$ cat src/rtl/seq_count_timer_arb.sv
// -----------------------------------------------------------------------------
// seq_count_timer_arb
//
// Round-robin arbiter/sequencer sharing one external loadable down-counter
// among NREQ requesters. A granted requester's count value is loaded into the
// counter. The block then waits for the counter to reach zero and returns a
// one-cycle completion pulse to the requester that owns the counter.
//
// Ports:
//   clk       - clock, all state changes on posedge
//   reset_n   - asynchronous active-low reset
//   req_val   - [NREQ]   pending request per requester
//   req_cnt   - [NREQ*W] packed count values, requester i at [i*W +: W]
//   req_rdy   - [NREQ]   one-hot grant; accepted when req_val & req_rdy
//   resp_val  - [NREQ]   one-cycle completion pulse on the owner's bit
//   cnt_ld    - load strobe to the shared counter
//   cnt_in    - [W] load value to the shared counter
//   cnt_done  - shared counter is zero
//   busy      - a timeout is in progress (WAIT state)
//   owner     - index of the current owner while busy, 0 otherwise
// -----------------------------------------------------------------------------
module seq_count_timer_arb #(
    parameter int NREQ = 4,
    parameter int W    = 3,
    localparam int OW  = (NREQ > 1) ? $clog2(NREQ) : 1
) (
    input  logic                clk,
    input  logic                reset_n,
    input  logic [NREQ-1:0]     req_val,
    input  logic [NREQ*W-1:0]   req_cnt,
    output logic [NREQ-1:0]     req_rdy,
    output logic [NREQ-1:0]     resp_val,
    output logic                cnt_ld,
    output logic [W-1:0]        cnt_in,
    input  logic                cnt_done,
    output logic                busy,
    output logic [OW-1:0]       owner
);

    typedef enum logic {
        ST_IDLE = 1'b0,
        ST_WAIT = 1'b1
    } state_t;

    state_t          fsm_reg;
    state_t          fsm_next;
    logic [OW-1:0]   owner_reg;
    logic [OW-1:0]   owner_next;
    logic [OW-1:0]   ptr_reg;
    logic [OW-1:0]   ptr_next;

    // Unpacked view of the per-requester count values.
    logic [W-1:0]    cnt_arr [NREQ];

    generate
        for (genvar gi = 0; gi < NREQ; gi++) begin : g_unpack
            assign cnt_arr[gi] = req_cnt[gi*W +: W];
        end
    endgenerate

    // -------------------------------------------------------------------------
    // Round-robin search: first requester with req_val set, starting at ptr
    // and wrapping. The index is computed one bit wider so that ptr+k can be
    // reduced modulo NREQ for non-power-of-two requester counts.
    // -------------------------------------------------------------------------
    logic            gnt_found;
    logic [OW-1:0]   gnt_idx;
    logic [OW:0]     scan_idx;

    always_comb begin
        gnt_found = 1'b0;
        gnt_idx   = '0;
        scan_idx  = '0;
        for (int k = 0; k < NREQ; k++) begin
            scan_idx = {1'b0, ptr_reg} + (OW+1)'(k);
            if (scan_idx >= (OW+1)'(NREQ)) begin
                scan_idx = scan_idx - (OW+1)'(NREQ);
            end
            if (!gnt_found && req_val[scan_idx[OW-1:0]]) begin
                gnt_found = 1'b1;
                gnt_idx   = scan_idx[OW-1:0];
            end
        end
    end

    // -------------------------------------------------------------------------
    // State register
    // -------------------------------------------------------------------------
    always_ff @(posedge clk or negedge reset_n) begin
        if (!reset_n) begin
            fsm_reg   <= ST_IDLE;
            owner_reg <= '0;
            ptr_reg   <= '0;
        end else begin
            fsm_reg   <= fsm_next;
            owner_reg <= owner_next;
            ptr_reg   <= ptr_next;
        end
    end

    // -------------------------------------------------------------------------
    // Next-state logic
    // -------------------------------------------------------------------------
    always_comb begin
        fsm_next   = fsm_reg;
        owner_next = owner_reg;
        ptr_next   = ptr_reg;
        case (fsm_reg)
            ST_IDLE: begin
                if (gnt_found) begin
                    fsm_next   = ST_WAIT;
                    owner_next = gnt_idx;
                end
            end
            ST_WAIT: begin
                if (cnt_done) begin
                    fsm_next = ST_IDLE;
                    // Next search starts just after the requester that was
                    // served, so a continuously requesting owner yields.
                    ptr_next = (owner_reg == OW'(NREQ-1)) ? '0
                                                          : owner_reg + OW'(1);
                end
            end
            default: begin
                fsm_next = ST_IDLE;
            end
        endcase
    end

    // -------------------------------------------------------------------------
    // Output logic
    // -------------------------------------------------------------------------
    always_comb begin
        req_rdy  = '0;
        resp_val = '0;
        cnt_ld   = 1'b0;
        cnt_in   = '0;
        busy     = 1'b0;
        owner    = '0;
        case (fsm_reg)
            ST_IDLE: begin
                if (gnt_found) begin
                    req_rdy[gnt_idx] = 1'b1;
                    cnt_ld           = 1'b1;
                    cnt_in           = cnt_arr[gnt_idx];
                end
            end
            ST_WAIT: begin
                busy  = 1'b1;
                owner = owner_reg;
                // WAIT is only entered after a load, so cnt_done here always
                // reflects the owner's count.
                if (cnt_done) begin
                    resp_val[owner_reg] = 1'b1;
                end
            end
            default: begin
                busy = 1'b0;
            end
        endcase
    end

endmodule

$ cat config.mk
export PLATFORM = sky130hd
export DESIGN_NAME = seq_count_timer_arb
export DESIGN_NICKNAME = d
export VERILOG_FILES = /design/src/rtl/seq_count_timer_arb.sv
export SDC_FILE = /design/constraint.sdc
export NUM_CORES = 1
export LEC_CHECK = 0
export CAP_MARGIN = 10
export CELL_PAD_IN_SITES_DETAIL_PLACEMENT = 1
export CELL_PAD_IN_SITES_GLOBAL_PLACEMENT = 2
export CORE_UTILIZATION = 18
export DETAILED_ROUTE_END_ITERATION = 16
export PLACE_DENSITY_LB_ADDON = 0.1
export SYNTH_ARGS = -nofsm -noshare
export SYNTH_HDL_FRONTEND = slang
export SYNTH_SLANG_ARGS = --single-unit
$ cat constraint.sdc
create_clock -name clk -period 1.8 [get_ports clk]
set_input_delay 0.27 -clock clk [delete_from_list [all_inputs] [get_ports clk]]
set_output_delay 0.27 -clock clk [all_outputs]
set_load 0.1 [all_outputs]
==> metrics.txt, run 1 <==
FMAX=about 480 MHz; Worst path slowest cell=dfrtp_2; top-count cell post-synth=mux2i_1; DR pass1 iterations=2; reg-to-reg slack, setup=0.38 ns; P_sw=slightly below 1 mW; clock skew=approximately 0.0077 ns; endpoints failing setup=7; post-route antenna net violation count=0; Clock transition at path regs=0.05 ns; Syn Nets=between 70 and 80; Setup CP Type=flop to primary output; top_reg_cell synth=dfrtp_1; mapped cell area=505.5 um2; synth unique cells=22; Crit. End Element=primary output; Post-synth EDFFs=0; Die Ht=54.99 um; YS warnings=0; Die Width=between 50 and 60 um; CTS tree=yes; register area share after synthesis=24.75%; number of global-route vias before repair=between 500 and 600; Fin. Hold Viols=0; Crit path arrival time=between 1.5 and 2 ns; Initial Util=19.69%; Max VDD drop=0.8170 mV; Comb pwr share=79.8%; Int Power=0.8665 mW; Tot Pwr=around 1.9 mW; pin count of the biggest net entering global routing=11; Core Area=2567 um2; Routability Congestion=0.7134; FF/Latch Area=approximately 130 um2; switching share of power=53.37%; IO Count=34; post-DR wirelength/cell=13.27 um; CTS sink cnt=5; area of the multi-input gates=545.5 um2; input/output buffers=33; grt met2 use=20.48%; row count=18; design area=1287 um2; Hold WC Path Type=primary input to async pin; Yosys top cell area share=about a quarter; Fin Hold WS=0.2439 ns; M1 GR Usage=17.43%; detailed placement HPWL=1407 um; Root Driver=clkbuf_4; htree depth=1; initial antenna violation count=0; met3 Use GR=1.639%; CTS buffer count=3; # diodes=0; area delta synth->final=154.7%; CP max FO=7; outcome=finished, violations left; Post-Place Worst Slack=-0.4884 ns; fin crit share=116.7%; placed cell areas=~1200 um2; clk buf depth=2; Final Max Tran Viols=0; slowest stage delay, CP=0.44 ns; share of async-settable or async-resettable flops after synthesis=between 90% and 100%; die area=3024 um2; total gr overflow=0; reg-to-reg startpoint=ptr_reg[1]; FILL cells=283; Synth Instances=56; Slew @ Worst Pin=between 0.3 and 0.4 ns; RSZ-0062 raised after global routing=true; most common library cells after synthesis=9 x mux2i_1, 6 x nor2_1, 5 x dfrtp_1, 5 x nand2_1; sequential share of power=12.8%; R2R Path End=owner_reg[0]; DRC=0; global-route layer with the greatest usage=met2; crit start category=flop; share of cells above drive strength 1=61.39%; via count=612; CP required=1.53 ns; fin crit period=~2.1 ns; syn_area_per_cell=9.027 um2; via/cell ratio=4.672; Layout Nets=125; Yosys top cell by area=dfrtp_1; clk_lat worst skew=0.25 ns; largest cells by area after synthesis=dfrtp_1 25%, mux2i_1 18%, ha_1 9.9%, and3_1 5.0%, nor2_1 4.5%; CP cell instances=mux2i_2, o2bb2ai_4, nor2_8, mux2i_2, o22ai_4, buf_12; FF+latch count, synth=5; failing checks=setup timing; Max-Cap Viols=0; Register-to-Register Path Depth=5; fin util=50.15%; first-pass GRT wire length=2656 um; Clock power frac=~7.5%; Total Routing Usage GR=12.84%; critical path's most frequent cell=mux2i_2; Post-Route WL=1738 um; LEAKAGE=0.5304 nW; power density over cell area=around 1400 nW/um2; DRT iter0 DRCs=1; Final WS setup=-0.2999 ns; worst rel slew slack=79.35%
## worst max path at each step
stage / start / endpoint / cells past startpoint
after floorplan: fsm_reg / cnt_in[0] / 4
after global placement: req_val[3] / cnt_in[0] / 7
after detailed placement: req_val[3] / cnt_in[1] / 7
after CTS: ptr_reg[1] / cnt_in[0] / 6
after global routing: ptr_reg[1] / cnt_in[1] / 6
final: ptr_reg[1] / cnt_in[0] / 6
## power groups by stage
stage | registers [mW] | logic [mW] | clock network [mW]
floorplan | 0.221 | 0.877 | 0
global placement | 0.227 | 1.36 | 0
detailed placement | 0.225 | 1.36 | 0
CTS | 0.234 | 1.47 | 0.137
global route | 0.249 | 1.55 | 0.143
finish | 0.237 | 1.48 | 0.138
## layout by cell type (no fill, tap or decap)
cell             instances
nor2_1                   1
dfrtp_4                  1
clkdlybuf4s50_1         14
mux2i_1                  2
buf_12                  15
a21oi_4                  1
mux2_2                   1
nor4_1                   1
dlygate4sd2_1            3
and3_2                   4
buf_4                    9
or2_4                    1
o2bb2ai_4                1
ha_1                     4
inv_1                    2
nand2b_1                 1
o31ai_1                  1
mux2i_2                  7
a221oi_4                 1
o21ai_1                  1
o22ai_4                  3
and2_2                   2
nand3b_1                 1
nor2_4                   5
nand2_1                  3
o21ai_0                  1
clkbuf_2                 1
nor2_8                   1
nand2_4                  2
dfrtp_2                  2
nand2b_4                 2
clkbuf_1                 1
clkbuf_4                 3
a21oi_1                  1
dfrtp_1                  2
## routing by layer
layer | share of wire (%) | vias to the layer above
li1 | - | 292
met1 | 45 | 300
met2 | 51 | 18
met3 | 3.1 | 2
met4 | 0.92 | 0
met5 | 0 | -
## worst max-delay path, delay by kind of cell (launching register included)
family	cells	cell delay, ns
compound gates	2	0.28
buf+inv	1	0.17
mux	2	0.49
simple gates	1	0.20
flops	1	0.44
## stage by stage
stage,std cells,TNS [ns]
final,131,-1.468
after global routing,131,-1.893
after CTS,131,-1.618
after detailed placement,125,-3.370
after global placement,125,-3.103
after floorplan,56,-4.500
## cells by family (layout without fill, tap and decap cells)
| kind of cell | count (synthesis) | after routing | share of synthesized area, % |
|---|---|---|---|
| mux | 10 | 10 | 20.05 |
| flops | 5 | 5 | 24.75 |
| buf+inv | 3 | 48 | 2.228 |
| simple gates | 24 | 24 | 27.23 |
| fa+ha+maj | 4 | 4 | 9.901 |
| compound gates | 10 | 10 | 15.84 |
## final cells by class
type	instances	area share, %
Multi-Input combinational cell	48	42.37
Timing Repair Buffer	42	41.89
Sequential cell	5	10.20
Tap cell	30	2.915
Clock buffer	4	2.041
Inverter	2	0.5831
## what timing repair did
action,in CTS,in global routing
buffers inserted,2,0
endpoints found under the setup margin,8,8
hold buffers,0,0
pin swaps,3,2
gates resized for setup,18,5
hold endpoints to repair,0,0
No activity file was read; power rests on OpenSTA's default activity.
==> run 2: changes to the inputs <==
--- a/config.mk
+++ b/config.mk
@@ -10,7 +10,7 @@
 export CELL_PAD_IN_SITES_GLOBAL_PLACEMENT = 2
 export CORE_UTILIZATION = 18
 export DETAILED_ROUTE_END_ITERATION = 16
-export PLACE_DENSITY_LB_ADDON = 0.1
+export PLACE_DENSITY = 0.78
 export SYNTH_ARGS = -nofsm -noshare
 export SYNTH_HDL_FRONTEND = slang
 export SYNTH_SLANG_ARGS = --single-unit
==> metrics.txt, run 2 (synthesized netlist as in run 1, its figures left out) <==
Worst path slowest cell=dfrtp_2; Fin. Hold Viols=0 (unchanged); die area=3024 um2 (unchanged); outcome=finished, violations left; Fin Hold WS=0.2503 ns (+0.006343 ns); Routability Congestion=0.6884 (-3.5%); IO Count=34 (unchanged); post-DR wirelength/cell=14.15 um (+6.6%); Crit. End Element=primary output; Die Width=54.99 um (unchanged); # diodes=0 (unchanged); htree depth=1 (unchanged); Register-to-Register Path Depth=8 (+3); Slew @ Worst Pin=0.3190 ns (+0.01203 ns); Top delay family on crit path=compound AO/OA/AOI/OAI gates; Crit. path cell count=6 (unchanged); DRC=0 (unchanged); detailed placement HPWL=1501 um (+6.7%); reg-to-reg startpoint=ptr_reg[0]; Core Area=2567 um2 (unchanged); slowest stage delay, CP=0.44 ns (about the same); crit start category=flop; Final Max Tran Viols=0 (unchanged); first-pass GRT wire length=2829 um (+6.5%); Root Driver=clkbuf_4; Crit path arrival time=1.84 ns (about the same); via count=625 (+2.1%); clock skew=0.009838 ns (+0.002104 ns); fin crit period=2.107 ns (+0.007050 ns); row count=18 (unchanged); global-route layer with the greatest usage=met2; dpl cells=126 (+0.80%); fin util=51.07% (+0.93 points); met3 Use GR=2.459% (+0.82 points); failing checks=setup timing; most frequent cells in the layout=15 x buf_12, 14 x clkdlybuf4s50_1, 12 x buf_4; Layout Cells excl Fill=135 (+3.1%); Post-Place Worst Slack=-0.4268 ns (+0.06162 ns); crit path capture=cnt_in[1]; FMAX=474.6 MHz (-0.33%); Initial Util=19.69% (unchanged); total gr overflow=0 (unchanged); worst setup path startpoint=ptr_reg[1]; post-route antenna net violation count=0 (unchanged); clk_lat worst skew=0.25 ns (about the same); fin crit share=117.1% (+0.39 points); Final WS setup=-0.3069 ns (-0.007050 ns); Total Routing Usage GR=13.21% (+0.37 points); CP max FO=8 (+1); grt met2 use=23.49% (+3.0 points); DRT iter0 DRCs=1 (unchanged); Max VDD drop=0.7841 mV (-4.0%); LEAKAGE=0.5484 nW (+3.4%); pin count of the biggest net entering global routing=11 (unchanged); CTS tree=yes; M1 GR Usage=16.50% (-0.93 points); Critical path buffers and inverters=1 (unchanged); share of cells above drive strength 1=61.90% (+0.52 points); R2R Path End=owner_reg[0]; CTS buffer count=3 (unchanged); CTS sink cnt=5 (unchanged); area delta synth->final=159.4%; number of global-route vias before repair=598 (+8.1%); Hold WC Path Type=primary input to async pin; Tot Pwr=1.837 mW (-1.1%); Clock transition at path regs=0.06 ns (about the same); DR pass1 iterations=3 (+1); most common cell after layout, fill and taps aside=buf_12; Post-Route WL=1910 um (+9.9%); Layout Nets=129 (+3.2%); input/output buffers=33 (unchanged); power density over cell area=1401 nW/um2 (-2.9%); RSZ-0062 raised after global routing=true; CP required=1.53 ns (about the same); CP cell instances=nand2b_1, a21oi_2, nor2_8, mux2i_2, o22ai_4, buf_12; Die Ht=54.99 um (unchanged); reg-to-reg slack, setup=0.23 ns (-0.15 ns); endpoints failing setup=7 (unchanged); worst rel slew slack=78.73% (-0.61 points); CTS Hold Bufs=0 (unchanged); initial antenna violation count=0 (unchanged); Max-Cap Viols=0 (unchanged); Setup CP Type=flop to primary output; clk buf depth=2 (unchanged); via/cell ratio=4.630 (-0.90%)
-- run 2: cell types whose count changed in the layout (fill, tap and decap cells not counted), sizes merged --
| cell | previous run | this run |
|---|---|---|
| dlygate4sd2 | 3 | 2 |
| clkdlybuf4s15 | 0 | 1 |
| buf | 24 | 28 |
-- run 2: worst reg2reg max path, cell delays in order (launching register included) --
cell      delay [ns]
dfrtp_2         0.44
nand2b_4        0.08
buf_4           0.13
buf_4           0.12
buf_4           0.12
a21oi_1         0.10
or2_1           0.25
buf_4           0.15
mux2i_1         0.06
-- run 2: worst min-delay path by stage --
| stage | slack [ns] | depth (start not counted) | from | to |
|---|---|---|---|---|
| global placement | 0.51 | 1 | reset_n | ptr_reg[0] |
| finish | 0.25 | 1 | reset_n | owner_reg[1] |
| detailed placement | 0.52 | 1 | reset_n | fsm_reg |
| floorplan | -0.03 | 0 | reset_n | owner_reg[0] |
| CTS | 0.25 | 1 | reset_n | owner_reg[1] |
| global route | 0.27 | 1 | reset_n | owner_reg[1] |
-- run 2: layer usage --
| layer | vias to the layer above | wire [um] | part of all wire (%) |
|---|---|---|---|
| met1 | 314 | 769 | 40 |
| met5 | - | 0 | 0 |
| met3 | 0 | 57 | 3.0 |
| met2 | 12 | 1083 | 57 |
| li1 | 299 | - | - |
| met4 | 0 | 0 | 0 |
-- run 2: power by group --
group          total, mW  switching (mW)  internal [mW]
registers          0.240          0.0775          0.162
logic               1.46           0.854          0.604
clock network      0.140          0.0552         0.0844
-- run 2: what timing repair did --
| action | CTS | global route |
|---|---|---|
| buffers inserted | 4 | 1 |
| pin swaps | 5 | 3 |
| gates resized for setup | 16 | 7 |
| endpoints found under the setup margin | 8 | 8 |
-- run 2: cell type report --
cell class / count / area, um2
Clock buffer: 4 / 26.28
Inverter: 2 / 7.507
Multi-Input combinational cell: 48 / 534.3
Timing Repair Buffer: 46 / 574.3
Fill cell: 279 / 1256
Sequential cell: 5 / 131.4
Tap cell: 30 / 37.54
-- run 2: stage by stage --
| stage | cell area, um2 | TNS, ns |
|---|---|---|
| global placement | 1185 | -2.545 |
| CTS | 1279 | -1.896 |
| finish | 1311 | -1.765 |
| global route | 1311 | -2.286 |
| detailed placement | 1185 | -2.791 |
| floorplan | 620.6 | -4.500 |
==> run 3: changes to the inputs <==
--- a/config.mk
+++ b/config.mk
@@ -8,6 +8,7 @@
 export CAP_MARGIN = 10
 export CELL_PAD_IN_SITES_DETAIL_PLACEMENT = 1
 export CELL_PAD_IN_SITES_GLOBAL_PLACEMENT = 2
+export CORE_MARGIN = 1
 export CORE_UTILIZATION = 18
 export DETAILED_ROUTE_END_ITERATION = 16
 export PLACE_DENSITY = 0.78
==> results of run 3 <==
The final DEF is identical to that of run 2; final timing and power are the same.
